===== src/rtl/cpld_io_responder_pkg.sv =====
// +----------------------------------------------------------------------------+
// | cpld_link_pkg                                                              |
// | Shared frame layout constants for the FPGA<->CPLD serial I/O link.         |
// | Rev 1.0                                                                    |
// +----------------------------------------------------------------------------+
`default_nettype none

package cpld_link_pkg;

  localparam int FRAME_BITS = 16;
  localparam int LED_LSB    = 0;
  localparam int DISP_LSB   = 8;

  localparam int TX_DIP_LSB = 1;
  localparam int TX_NAV_LSB = 9;
  localparam int TX_SEL_BIT = 14;

  localparam logic [1:0] DIG_N_OFF   = 2'b11;
  localparam logic [1:0] DIG_N_DISP1 = 2'b10;
  localparam logic [1:0] DIG_N_DISP2 = 2'b01;

  // Return word: bit 15 and bit 0 are always zero.
  function automatic logic [FRAME_BITS-1:0] pack_tx(input logic       sel,
                                                    input logic [4:0] nav,
                                                    input logic [7:0] dip);
    logic [FRAME_BITS-1:0] tx;
    tx                     = '0;
    tx[TX_SEL_BIT]         = sel;
    tx[TX_NAV_LSB +: 5]    = nav;
    tx[TX_DIP_LSB +: 8]    = dip;
    return tx;
  endfunction

endpackage

`default_nettype wire


===== src/rtl/cpld_sync_edge.sv =====
// +----------------------------------------------------------------------------+
// | cpld_sync_edge                                                             |
// | Multi-stage synchronizer with optional rise/fall detection on bit 0.       |
// | Rev 1.0                                                                    |
// +----------------------------------------------------------------------------+
`default_nettype none

module cpld_sync_edge #(
  parameter int WIDTH  = 1,
  parameter int STAGES = 2,
  parameter bit EDGES  = 1'b0
) (
  input  logic             clk,
  input  logic             rst_n,
  input  logic [WIDTH-1:0] d,
  output logic [WIDTH-1:0] q,
  output logic             rise,
  output logic             fall
);

  logic [STAGES-1:0][WIDTH-1:0] r_sync;

  always_ff @(posedge clk or negedge rst_n) begin
    if (!rst_n) begin
      r_sync <= '0;
    end else begin
      r_sync <= {r_sync[STAGES-2:0], d};
    end
  end

  assign q = r_sync[STAGES-1];

  generate
    if (EDGES) begin : g_edge
      logic r_hist;

      always_ff @(posedge clk or negedge rst_n) begin
        if (!rst_n) begin
          r_hist <= 1'b0;
        end else begin
          r_hist <= q[0];
        end
      end

      assign rise = q[0] & ~r_hist;
      assign fall = ~q[0] & r_hist;
    end else begin : g_no_edge
      assign rise = 1'b0;
      assign fall = 1'b0;
    end
  endgenerate

endmodule

`default_nettype wire


===== src/rtl/cpld_io_responder.sv =====
// +----------------------------------------------------------------------------+
// | cpld_io_responder                                                          |
// | CPLD-side responder: receives LED/display frames, returns switch state.    |
// | Rev 1.0                                                                    |
// +----------------------------------------------------------------------------+
`default_nettype none

module cpld_io_responder
  import cpld_link_pkg::*;
#(
  parameter int C_SYNC_STAGES = 2
) (
  input  logic       Bus2IP_Clk,
  input  logic       Bus2IP_Resetn,
  input  logic       cpld_clk,
  input  logic       cpld_load,
  input  logic       cpld_mosi,
  output logic       cpld_miso,
  input  logic [7:0] dip_in,
  input  logic [4:0] nav_in,
  output logic [7:0] led_out,
  output logic [7:0] seg_out,
  output logic [1:0] dig_n,
  output logic       frame_valid,
  output logic       frame_err
);

  logic                  w_rise;
  logic                  w_fall;
  logic                  w_unused_clk_lvl;
  logic [14:0]           w_data_s;
  logic                  w_unused_data_rise;
  logic                  w_unused_data_fall;
  logic                  w_load_s;
  logic                  w_mosi_s;
  logic [7:0]            w_dip_s;
  logic [4:0]            w_nav_s;
  logic [FRAME_BITS-1:0] w_word;
  logic                  w_commit;

  logic [FRAME_BITS-1:0] r_rx;
  logic [FRAME_BITS-1:0] r_tx_shr;
  logic [3:0]            r_bit_cnt;
  logic                  r_dig_req;
  logic                  r_scan;
  logic                  r_lit;
  logic [7:0]            r_disp1;
  logic [7:0]            r_disp2;

  cpld_sync_edge #(
    .WIDTH  (1),
    .STAGES (C_SYNC_STAGES),
    .EDGES  (1'b1)
  ) u_clk_sync (
    .clk   (Bus2IP_Clk),
    .rst_n (Bus2IP_Resetn),
    .d     (cpld_clk),
    .q     (w_unused_clk_lvl),
    .rise  (w_rise),
    .fall  (w_fall)
  );

  // Data shares the clock's depth so mosi/load stay aligned with the edge.
  cpld_sync_edge #(
    .WIDTH  (15),
    .STAGES (C_SYNC_STAGES),
    .EDGES  (1'b0)
  ) u_data_sync (
    .clk   (Bus2IP_Clk),
    .rst_n (Bus2IP_Resetn),
    .d     ({nav_in, dip_in, cpld_mosi, cpld_load}),
    .q     (w_data_s),
    .rise  (w_unused_data_rise),
    .fall  (w_unused_data_fall)
  );

  assign w_load_s = w_data_s[0];
  assign w_mosi_s = w_data_s[1];
  assign w_dip_s  = w_data_s[9:2];
  assign w_nav_s  = w_data_s[14:10];

  assign w_word   = {w_mosi_s, r_rx[FRAME_BITS-1:1]};
  assign w_commit = (r_bit_cnt == 4'(FRAME_BITS - 1));

  always_ff @(posedge Bus2IP_Clk or negedge Bus2IP_Resetn) begin
    if (!Bus2IP_Resetn) begin
      r_rx        <= '0;
      r_tx_shr    <= '0;
      r_bit_cnt   <= '0;
      r_dig_req   <= 1'b0;
      r_scan      <= 1'b0;
      r_lit       <= 1'b0;
      r_disp1     <= '0;
      r_disp2     <= '0;
      led_out     <= '0;
      seg_out     <= '0;
      dig_n       <= DIG_N_OFF;
      cpld_miso   <= 1'b0;
      frame_valid <= 1'b0;
      frame_err   <= 1'b0;
    end else begin
      frame_valid <= 1'b0;
      frame_err   <= 1'b0;

      if (w_rise) begin
        r_rx <= w_word;
        if (w_load_s) begin
          r_bit_cnt <= '0;
          // Select bit reflects dig_req after this frame's toggle (if any).
          r_tx_shr  <= pack_tx(w_commit ? ~r_dig_req : r_dig_req, w_nav_s, w_dip_s);
          if (w_commit) begin
            led_out <= w_word[LED_LSB +: 8];
            if (r_dig_req) begin
              r_disp1 <= w_word[DISP_LSB +: 8];
            end else begin
              r_disp2 <= w_word[DISP_LSB +: 8];
            end
            r_dig_req   <= ~r_dig_req;
            r_scan      <= ~r_scan;
            r_lit       <= 1'b1;
            frame_valid <= 1'b1;
          end else begin
            frame_err <= 1'b1;
          end
        end else begin
          r_bit_cnt <= r_bit_cnt + 4'd1;
        end
      end else if (w_fall) begin
        cpld_miso <= r_tx_shr[0];
        r_tx_shr  <= {1'b0, r_tx_shr[FRAME_BITS-1:1]};
      end

      // Digits stay blanked until the first frame has been committed.
      if (r_lit) begin
        dig_n   <= r_scan ? DIG_N_DISP2 : DIG_N_DISP1;
        seg_out <= r_scan ? r_disp2 : r_disp1;
      end
    end
  end

endmodule

`default_nettype wire


===== config.mk =====
export PLATFORM = sky130hd
export DESIGN_NAME = cpld_io_responder
export DESIGN_NICKNAME = d
export VERILOG_FILES = /design/src/rtl/cpld_io_responder_pkg.sv /design/src/rtl/cpld_sync_edge.sv /design/src/rtl/cpld_io_responder.sv
export SDC_FILE = /design/constraint.sdc
export NUM_CORES = 1
export LEC_CHECK = 0
export CAP_MARGIN = 0
export CORE_MARGIN = 3
export CORE_UTILIZATION = 30
export CTS_CLUSTER_DIAMETER = 30
export DETAILED_ROUTE_END_ITERATION = 12
export GPL_TIMING_DRIVEN = 0
export PLACE_DENSITY_LB_ADDON = 0.05
export SYNTH_ARGS = -nofsm -noshare
export SYNTH_HDL_FRONTEND = slang
export SYNTH_SLANG_ARGS = --single-unit

===== constraint.sdc =====
create_clock -name Bus2IP_Clk -period 2.8 [get_ports Bus2IP_Clk]
set_input_delay 0.56 -clock Bus2IP_Clk [delete_from_list [all_inputs] [get_ports Bus2IP_Clk]]
set_output_delay 0.56 -clock Bus2IP_Clk [all_outputs]
set_load 0.05 [all_outputs]

Word-level counts from Yosys, hierarchy flattened --
Cells that the tools add are included.
Storage, ports and cells: output and inout port bits 21, register bits after elaboration 109, bits of input ports 18
Operators by class: reductions and logical operators 7, multiplexer cells 13, $add $sub $neg 1, equal/unequal tests 2, bitwise logic cells 7
Operator list (number):
- $mux W16 | 3
- $mux W8 | 1
- $reduce_and A4 Y1 | 2
- $mux W1 | 7
- $reduce_and A2 Y1 | 3
- $not A1 Y1 | 5
- $add A4 B1 Y4 const B | 1
- $eq A4 B4 Y1 const B | 1
- $mux W4 | 1
- $reduce_and A3 Y1 | 1
- $and A1 B1 Y1 | 2
- $mux W2 | 1
- $ne A2 B1 Y1 const B | 1
- $reduce_bool A2 Y1 | 1

Depth between registers and ports, before layout --
Gate-level depths: netlist (run 1).
word-level depth 4, depth in mapped cells 7, gate-level depth less buffers 7

By module --
Synthesis (run 1) repeated with hierarchy kept, for this count alone.
Unflattened totals: cells, all modules 275, area total of the unflattened synthesis 4011.3 µm²
By module, submodules not included:
- cpld_io_responder | cells an instance 222, seq. area each 1854.3 µm², area each 3039.2 µm², instances 1
- cpld_sync_edge (u_data_sync) | cells an instance 48, seq. area each 750.7 µm², area each 882.1 µm², instances 1
- cpld_sync_edge (u_clk_sync) | cells an instance 5, seq. area each 75.1 µm², area each 90.1 µm², instances 1

Least setup slack after synthesis (run 1) --
Ideal clock, no wire load.
kind reg2reg, start point register r_bit_cnt[0], end point register r_disp1[0], period minus slack after synthesis 1624 ps, buffers on the path 0, slack 1176 ps, arrival 1499 ps, cell stages (with the launch flop) 7, setup time 125 ps, cells stage by stage dfrtp_1 -> ha_1 -> nand3_1 -> inv_1 -> ha_1 -> nand3_2 -> mux2_2
Between the ends: longest elaborated chain between the ends 2
Ends and longest elaborated chain:
- start: declaration | line cpld_io_responder.sv:43 | logic [3:0] r_bit_cnt;
- start signal: assignment | line cpld_io_responder.sv:126 | r_bit_cnt <= r_bit_cnt + 4'd1;
- $eq A4 B4 Y1 | line cpld_io_responder.sv:83 | assign w_commit = (r_bit_cnt == 4'(FRAME_BITS - 1));
- $reduce_and A4 Y1 (no line)
- end signal: assignment | line cpld_io_responder.sv:114 | r_disp1 <= w_word[DISP_LSB +: 8];
- end: declaration | line cpld_io_responder.sv:47 | logic [7:0] r_disp1;
No other way between the ends. A chain may end at the register's enable or synchronous reset.

Worst setup path in the final report (run 1) --
start point register dig_n[0], end point output port dig_n[0]
RTL lines:
- start: declaration | line cpld_io_responder.sv:23 | output logic [1:0] dig_n,
- start signal: assignment | line cpld_io_responder.sv:135 | dig_n <= r_scan ? DIG_N_DISP2 : DIG_N_DISP1;
No word-level cell between the ends.

==> flow_metrics.tcl, run 1 <==
set metrics [dict create \
    worstPathCellList "clkdlybuf4s50_1" \
    cp.required_ns 2.24 \
    multi_input_area_sq_um 1200 \
    power.density_nw_per_um2 812 \
    cts-root-buf "clkbuf_16" \
    cp-start-kind "flop" \
    routed_via_density 4.19 \
    syn_area_sq_um 3970 \
    ant_nets 0 \
    highest_layer "met4" \
    grt_max_degree 63 \
    fp.dieArea_sq_um 14600 \
    row_count 41 \
    slowest_delay_ns 0.79 \
    tns_ns 0 \
    skew_ns 0.00717 \
    drv_cap 0 \
    io_pins 39 \
    wire_per_inst_um 13.8 \
    rsz0062_at_grt "no" \
    crit_type "reg -> out" \
    path_depth 1 \
    cts_setup_buffers 0 \
    cts_buffer_depth 2 \
    cts_tree "yes" \
    drv_slew 0 \
    wl_met2_um 2900 \
    ys_ff_latch 107 \
    reg2reg_depth 6 \
    yosys_warnings 0 \
    crit_arrival_ns 1.65 \
    grt_pass1_wl_um 11900 \
    cts_resized 0 \
    p_leak_nw 2.29 \
    drt_iter0_drc 171 \
    firstDrtPassIters 4 \
    crit_family "buffers and inverters" \
    ys_types 28 \
    fp.dieH_um 121 \
    period_share_pct 79.0 \
    fin_nets 351 \
    die_x_um 121 \
    cp-end-kind "output pin" \
    clock_latency_ns 0.34 \
    status "finished, final reports clean" \
    start_util_pct 31.0 \
    fmax_ghz 0.452 \
    slew_headroom_pct 59.1 \
    cp-endpoint "dig_n[0]" \
    synth-seq-area-share_pct 67.6 \
    wirelength_um 7000 \
    worst-r2r-setup-slack_ns 1.00 \
    io_buffers 38 \
    place_hpwl_um 4420 \
    drcViolationCount 0 \
    syn-num-nets 301 \
    core_sq_um 12800 \
    instances_no_fill 507 \
    final_layout_size_suffix_gt1_share_pct 25.1 \
    worstSetupStartpoint "dig_n[0]$_DFFE_PN1P_" \
    rr_endpoint "r_disp1[0]$_DFFE_PN0P_" \
    r2r-start "r_bit_cnt[0]$_DFFE_PN0N_" \
    grt_pass1_vias 2286 \
    setup_viol 0 \
    htreeDepth 3 \
    cts.clk_slew.worst_paths_ns 0.06 \
    grt.total_usage_pct 10.8 \
    syn_avg_cell_area_sq_um 14.1 \
    tightestPinTransition_ns 0.613 \
    regArea_sq_um 2680 \
    irDropWorstVdd_mv 0.254 \
    grt.overflow.total 0 \
    syn_to_final_growth_pct 23.1 \
    syn_inst 281 \
    period_needed_ns 2.21 \
    crit_slowest_cell "clkdlybuf4s50_1" \
    critPathMaxFanout 2 \
    antenna_found_initial 0 \
    gp_congestion 0.693 \
    numClockSinks 107 \
    met1_length_um 3680 \
    hold_viol_final 0 \
    vias 2126 \
    hold_path_class "in -> async" \
    dp.cells 492 \
    dr_wl_met3_um 237 \
    n_antenna_cell 0 \
    cts_made_buffers 9 \
    ctsHoldBuffers 0 \
    fillers 1233 \
    path_buf_inv 1 \
]
-- placed cells by master, fill, tap and decap left out --
master / n
dfrtp_1: 105
clkbuf_1: 5
a21oi_1: 11
dfstp_2: 2
buf_6: 2
nand2b_1: 3
mux2i_1: 9
clkbuf_8: 2
inv_1: 3
nand3_1: 2
xor2_1: 1
nand2_1: 49
bufinv_16: 1
a221o_1: 1
nor3_4: 1
nand3b_1: 1
o21ai_0: 3
buf_2: 4
clkdlybuf4s50_1: 37
buf_4: 4
or2_2: 1
mux2_2: 46
nor2b_1: 4
nor4_1: 1
nand3b_2: 1
o22ai_1: 1
buf_16: 1
clkinv_2: 1
nor2_1: 12
ha_1: 2
and3b_1: 1
clkbuf_16: 9
nand3_2: 1
mux2_4: 8
-- cells by family (layout without fill, tap and decap cells) --
group | count (synthesis) | after routing | synth area share, %
flip-flops | 107 | 107 | 67.6
AND/OR/NAND/NOR | 77 | 77 | 8.80
multiplexers | 63 | 63 | 18.4
AO/OA/AOI/OAI | 16 | 16 | 2.18
buffers and inverters | 15 | 69 | 2.21
adder cells (fa/ha/maj) | 2 | 2 | 0.631
XOR/XNOR | 1 | 1 | 0.221
-- metrics by stage --
step | cell area, sq um | total power [mW] | hold WS (ns) | worst slack, ns | utilization, %
after global routing | 4880 | 4.18 | 0.271 | 0.534 | 38.2
after CTS | 4880 | 4.04 | 0.242 | 0.559 | 38.2
after global placement | 4560 | 2.73 | 0.333 | -3.09 | 35.7
after floorplan | 3970 | 2.46 | 0.264 | 1.18 | -
final | 4880 | 3.96 | 0.227 | 0.587 | 38.2
after detailed placement | 4590 | 2.74 | 0.335 | 0.939 | 35.9
-- synthesized netlist by cell type --
cell / count / area [sq um]
xor2_1: 1 / 8.76
buf_6: 2 / 22.5
or2_2: 1 / 6.26
a221o_1: 1 / 10.0
nor2b_1: 4 / 25.0
buf_2: 4 / 20.0
inv_1: 3 / 11.3
nor3_4: 1 / 16.3
nor2_1: 12 / 45.0
buf_4: 3 / 22.5
nand3b_1: 1 / 7.51
nand3_2: 1 / 10.0
o22ai_1: 1 / 6.26
a21oi_1: 11 / 55.1
ha_1: 2 / 25.0
nand2b_1: 3 / 18.8
nand3b_2: 1 / 11.3
mux2_4: 8 / 120
dfstp_2: 2 / 52.6
mux2_2: 46 / 518
and3b_1: 1 / 8.76
nand2_1: 49 / 184
dfrtp_1: 105 / 2630
o21ai_0: 3 / 15.0
mux2i_1: 9 / 90.1
nand3_1: 2 / 10.0
nor4_1: 1 / 6.26
clkbuf_1: 3 / 11.3
-- flip-flops by register name (all words and copies together) (netlist names), 2 cells and up --
| register | flops |
|---|---|
| u_data_sync.q | 15 |
| u_data_sync.r_sync | 15 |
| led_out | 8 |
| dig_n | 2 |
| r_bit_cnt | 4 |
| r_tx_shr | 15 |
| r_disp1 | 8 |
| r_disp2 | 8 |
| r_rx | 15 |
| seg_out | 8 |
-- per-layer routing --
layer | vias up | track usage, %
li1 | 1038 | -
met3 | 12 | 2.70
met5 | - | 0
met4 | 0 | 6.16
met1 | 1042 | 15.9
met2 | 34 | 14.1
-- where the power goes --
part	leakage (nW)	total (mW)	internal (mW)	switching, mW
Sequential	1.36	1.92	1.78	0.141
Combinational	0.786	0.775	0.345	0.430
Clock	0.146	1.26	0.737	0.526
Total	2.29	3.96	2.86	1.10
-- layout make-up --
class	instances	share of cell area, %
Clock buffer	13	5.33
Multi-Input combinational cell	159	24.5
Tap cell	172	4.41
Timing Repair Buffer	39	8.31
Buffer	12	1.56
Inverter	3	0.231
Sequential cell	107	54.9
Clock inverter	2	0.718
-- worst min-delay path by stage --
stage	slack (ns)	end	from
2_1_floorplan	0.26	cpld_miso$_DFFE_PN0P_	Bus2IP_Resetn
3_3_place_gp	0.33	u_data_sync.q[12]$_DFF_PN0_	u_data_sync.r_sync[12]$_DFF_PN0_
3_5_place_dp	0.33	u_data_sync.q[10]$_DFF_PN0_	u_data_sync.r_sync[10]$_DFF_PN0_
4_1_cts	0.24	seg_out[2]$_DFFE_PN0P_	Bus2IP_Resetn
5_1_grt	0.27	r_scan$_DFFE_PN0P_	Bus2IP_Resetn
6_report	0.23	r_scan$_DFFE_PN0P_	Bus2IP_Resetn
No activity file was read; power rests on OpenSTA's default activity.
==> run 2: changes to the inputs <==
Clock period 2.8 ns to 2.1 ns, I/O delays scaled along.
==> run 2 against run 1 <==
Effect of this change: count of clock-buffer cells in the layout did not move; non-clock buffer count is the same; critical path type unchanged; combinational power grew 33%; largest power group unchanged.
==> flow_metrics.tcl, run 2 (same netlist as run 1, synthesis figures left out) <==
set metrics [dict create \
    p_leak_nw 2.31 \
    irDropWorstVdd_mv 0.339 \
    p_int_mw 3.82 \
    p_comb_share_pct 19.5 \
    core_sq_um 12800 \
    fillers 1234 \
    cts_made_buffers 9 \
    crit_arrival_ns 1.51 \
    drt_iter0_drc 171 \
    cts_buffer_depth 2 \
    cts_tree "yes" \
    slowest_delay_ns 0.82 \
    worstPathCellList "clkdlybuf4s50_1" \
    io_pins 39 \
    fin_nets 351 \
    worstSetupStartpoint "led_out[0]$_DFFE_PN0P_" \
    critPathMaxFanout 2 \
    tightestPinTransition_ns 0.613 \
    drcViolationCount 0 \
    crit_slowest_cell "clkdlybuf4s50_1" \
    final_layout_size_suffix_gt1_share_pct 25.1 \
    mostFrequentLayoutCell "dfrtp_1" \
    wirelength_um 7000 \
    dp.cells 492 \
    fmax_ghz 0.518 \
    antenna_found_initial 0 \
    firstDrtPassIters 4 \
    grt_pass1_wl_um 11900 \
    cts_setup_buffers 0 \
    seq_power_share_pct 48.6 \
    wire_per_inst_um 13.8 \
    crit_family "buffers and inverters" \
    grt_pass1_vias 2286 \
    ant_nets 0 \
    period_needed_ns 1.93 \
    place_hpwl_um 4420 \
    slew_headroom_pct 59.1 \
    skew_ns 0.00717 \
    crit_type "reg -> out" \
    cts-root-buf "clkbuf_16" \
    hold_path_class "in -> async" \
    p_clk_share_pct 31.9 \
    grt.total_usage_pct 10.8 \
    cp.required_ns 1.68 \
    drv_cap 0 \
    hold_viol_final 0 \
    rsz0062_at_grt "no" \
    syn_to_final_growth_pct 23.1 \
    hold_ws_ns 0.0873 \
    worst-r2r-setup-slack_ns 0.30 \
    numClockSinks 107 \
    routed_via_density 4.19 \
    multi_input_area_sq_um 1200 \
    htreeDepth 3 \
    cp-start-kind "flop" \
    r2r-start "r_bit_cnt[0]$_DFFE_PN0N_" \
    gp_congestion 0.693 \
    n_antenna_cell 0 \
    cts.clk_slew.worst_paths_ns 0.07 \
    status "finished, final reports clean" \
    p_sw_mw 1.46 \
    start_util_pct 31.0 \
    tns_ns 0 \
    fp.dieArea_sq_um 14600 \
    power.density_nw_per_um2 1080 \
    instances_no_fill 507 \
    vias 2126 \
    row_count 41 \
    grt_max_degree 63 \
    fp.dieH_um 121 \
    path_buf_inv 1 \
    grt.overflow.total 0 \
    setup_viol 0 \
    period_share_pct 92.0 \
    io_buffers 38 \
    regArea_sq_um 2680 \
    clock_latency_ns 0.34 \
    layout_common_cells "dfrtp_1 (105), nand2_1 (49), mux2_2 (46)" \
    die_x_um 121 \
    cp-end-kind "output pin" \
    sw_frac_of_total_pct 27.7 \
    drv_slew 0 \
]
run 2: worst paths after layout:
| path | endpoint | cells after the start |
|---|---|---|
| setup reg to reg | r_disp1[0]$_DFFE_PN0P_ | 6 |
| max in group asynchronous | cpld_miso$_DFFE_PN0P_ | 2 |
| min in group Bus2IP_Clk | u_data_sync.q[7]$_DFF_PN0_ | 0 |
| setup / recovery | led_out[0] | 1 |
| hold reg to reg | u_data_sync.q[7]$_DFF_PN0_ | 0 |
| hold / removal | r_scan$_DFFE_PN0P_ | 1 |
run 2: stage by stage:
stage	util, %	cell area [sq um]	worst slack (ns)	total power, mW
2_1_floorplan	-	3970	0.476	3.28
3_3_place_gp	35.7	4560	-3.65	3.63
3_5_place_dp	35.9	4590	0.278	3.66
4_1_cts	38.2	4880	0.00514	5.39
5_1_grt	38.2	4880	0.0955	5.58
6_report	38.2	4880	0.169	5.28
run 2: power groups by stage:
stage	clock network [mW]	logic [mW]	registers (mW)
after floorplan	0	0.444	2.84
after global placement	0	1.03	2.60
after detailed placement	0	1.05	2.61
after CTS	1.77	1.05	2.57
after global routing	1.84	1.13	2.61
final	1.68	1.03	2.56
run 2: layout make-up:
type / count / area share, %
buffer: 12 / 1.56
tap: 172 / 4.41
clock buffer: 13 / 5.33
sequential: 107 / 54.9
inverter: 3 / 0.231
multi-input combinational: 159 / 24.5
clock inverter: 2 / 0.718
timing repair buffer: 39 / 8.33
run 2: per-layer routing:
metal | wire, um | share of wire [%] | track usage, %
met5 | 0 | 0 | 0
met4 | 182 | 2.6 | 6.16
met3 | 241 | 3.4 | 2.70
met2 | 2900 | 41 | 14.1
met1 | 3680 | 53 | 15.9
run 2: what timing repair did:
item,CTS,global route
setup endpoints to repair,1,1
gates resized for setup,1,1
hold buffers,0,0
==> run 3: changes to the inputs <==
Settings changed: ABC_AREA set to 1, CTS_BUF_LIST set to sky130_fd_sc_hd__clkbuf_8.
==> run 3 against run 2 <==
Effect of this change: combinational power decreased by 65%; first-iteration DRC count shrank 12%; highest routed layer unchanged; largest power group unchanged; hold slack worse by 0.084 ns.
==> flow_metrics.tcl, run 3 <==
set metrics [dict create \
    status "finished, final reports clean" \
    syn_inst 389 \
    cp-end-kind "output pin" \
    syn_avg_cell_area_sq_um 10.3 \
    worstPathCellList "clkdlybuf4s50_1" \
    core_sq_um 12800 \
    skew_ns 0.0162 \
    fin_nets 459 \
    grt_pass1_wl_um 13500 \
    crit_family "buffers and inverters" \
    row_count 41 \
    cts_setup_buffers 0 \
    gp_congestion 0.731 \
    place_hpwl_um 5070 \
    synth_commonest_cells "nand2_1 (151), dfrtp_1 (105), nand3_1 (48)" \
    worst-r2r-setup-slack_ns 0.54 \
    drcViolationCount 0 \
    cts_resized 2 \
    cts.clk_slew.worst_paths_ns 0.11 \
    grt_max_degree 69 \
    fp.dieArea_sq_um 14800 \
    grt_pass1_vias 2703 \
    io_buffers 38 \
    ant_nets 0 \
    final_layout_size_suffix_gt1_share_pct 12.8 \
    period_needed_ns 1.98 \
    worstSetupStartpoint "seg_out[6]$_DFFE_PN0P_" \
    slew_headroom_pct 64.8 \
    ys_types 22 \
    period_share_pct 94.3 \
    cp.required_ns 1.68 \
    clock_latency_ns 0.38 \
    fp.dieH_um 122 \
    vias 2604 \
    instances_no_fill 616 \
    fmax_ghz 0.505 \
    drv_cap 0 \
    numClockSinks 107 \
    irDropWorstVdd_mv 0.277 \
    synth-seq-area-share_pct 66.9 \
    hold_ws_ns 0.00319 \
    rr_endpoint "r_disp1[5]$_DFFE_PN0P_" \
    yosys_warnings 0 \
    grt.overflow.total 0 \
    slowest_delay_ns 0.80 \
    synthTopCellsByArea "dfrtp_1 (66%), nand2_1 (14%), nand3_1 (6.0%)" \
    mostFrequentLayoutCell "nand2_1" \
    synth_top_cell_by_area "dfrtp_1" \
    final_cell_area_sq_um 4820 \
    ys.flop_type "dfrtp_1" \
    syn_to_final_growth_pct 20.3 \
    setup_viol 0 \
    cts_tree "yes" \
    cts-root-buf "clkbuf_8" \
    synth_edf_count 0 \
    tightestPinTransition_ns 0.529 \
    drv_slew 0 \
    synth_top_area_share_pct 65.6 \
    crit_type "reg -> out" \
    dpl_cell_area_sq_um 4630 \
    start_util_pct 31.2 \
    cts_buffer_depth 2 \
    synth.most_common_cell "nand2_1" \
    cp-start-kind "flop" \
    htreeDepth 3 \
    r2r-start "r_bit_cnt[0]$_DFFE_PN0N_" \
    io_pins 39 \
    dp.cells 600 \
    syn_area_sq_um 4010 \
    routed_via_density 4.23 \
    hold_viol_final 0 \
    path_buf_inv 1 \
    drt_iter0_drc 150 \
    antenna_found_initial 0 \
    power.density_nw_per_um2 819 \
    ys_ff_latch 107 \
    ctsHoldBuffers 0 \
    hold_path_class "in -> async" \
    n_antenna_cell 0 \
    crit_arrival_ns 1.56 \
    critPathMaxFanout 2 \
    reg2reg_depth 8 \
    die_x_um 122 \
    p_leak_nw 2.42 \
    design_power_total_mw 3.94 \
    async_reset_ff_share_pct 100 \
    layout_common_cells "nand2_1 (151), dfrtp_1 (105), nand3_1 (48)" \
    wirelength_um 7610 \
    grt.total_usage_pct 11.9 \
    rsz0062_at_grt "no" \
    crit_slowest_cell "clkdlybuf4s50_1" \
    firstDrtPassIters 4 \
    final_util_pct 37.6 \
    wire_per_inst_um 12.4 \
    syn-num-nets 409 \
    cts_made_buffers 9 \
]
## run 3: changes by cell type after synthesis, sizes merged, moves of 9 or more
cell and change:
nand2 +109, mux2 -54, nand3 +45, o21ai +24, inv +15, a21oi -11, mux2i -9
## run 3: cell type report
type                       instances  area [sq um]
fill                            1302          8010
sequential                       107          2680
multi-input combinational        247          1140
timing repair buffer              39           403
tap                              172           215
clock buffer                      10           138
buffer                            15           105
inverter                          20          75.1
clock inverter                     6          57.6
## run 3: how the worst max path moves through the flow
stage	to	slack (ns)	depth (start not counted)
after detailed placement	dig_n[0]	0.37	1
after CTS	seg_out[6]	0.09	1
final	seg_out[6]	0.12	1
after floorplan	r_disp1[5]$_DFFE_PN0P_	0.69	8
after global routing	seg_out[6]	0.04	1
after global placement	u_data_sync.r_sync[10]$_DFF_PN0_	-3.68	1
## run 3: per-stage QoR
step           setup TNS [ns]  worst slack, ns
2_1_floorplan               0            0.690
3_3_place_gp          -390.31            -3.68
3_5_place_dp                0            0.373
4_1_cts                     0           0.0872
5_1_grt                     0           0.0427
6_report                    0            0.121
## run 3: power breakdown
part           switching, mW  leakage [nW]  internal (mW)
registers             0.0898          1.39           2.22
logic                  0.221         0.928          0.141
clock network          0.700         0.107          0.576
## run 3: logic make-up after synthesis
family                     count (synthesis)  share of synthesized area, %
and+or+nand+nor                          214                          22.8
DFF                                      107                          66.9
buffers and inverters                     35                          4.50
AOI/OAI and AO/OA                         30                          4.94
adders and majority gates                  2                         0.625
xor gates and xnor gates                   1                         0.219
## run 3: metal layers
metal | wire length, um | global-route usage, % | vias up
met1 | 3690 | 15.3 | 1222
met2 | 3480 | 18.3 | 37
met4 | 200 | 6.51 | 0
met3 | 246 | 2.97 | 12
li1 | - | - | 1333
met5 | 0 | 0 | -
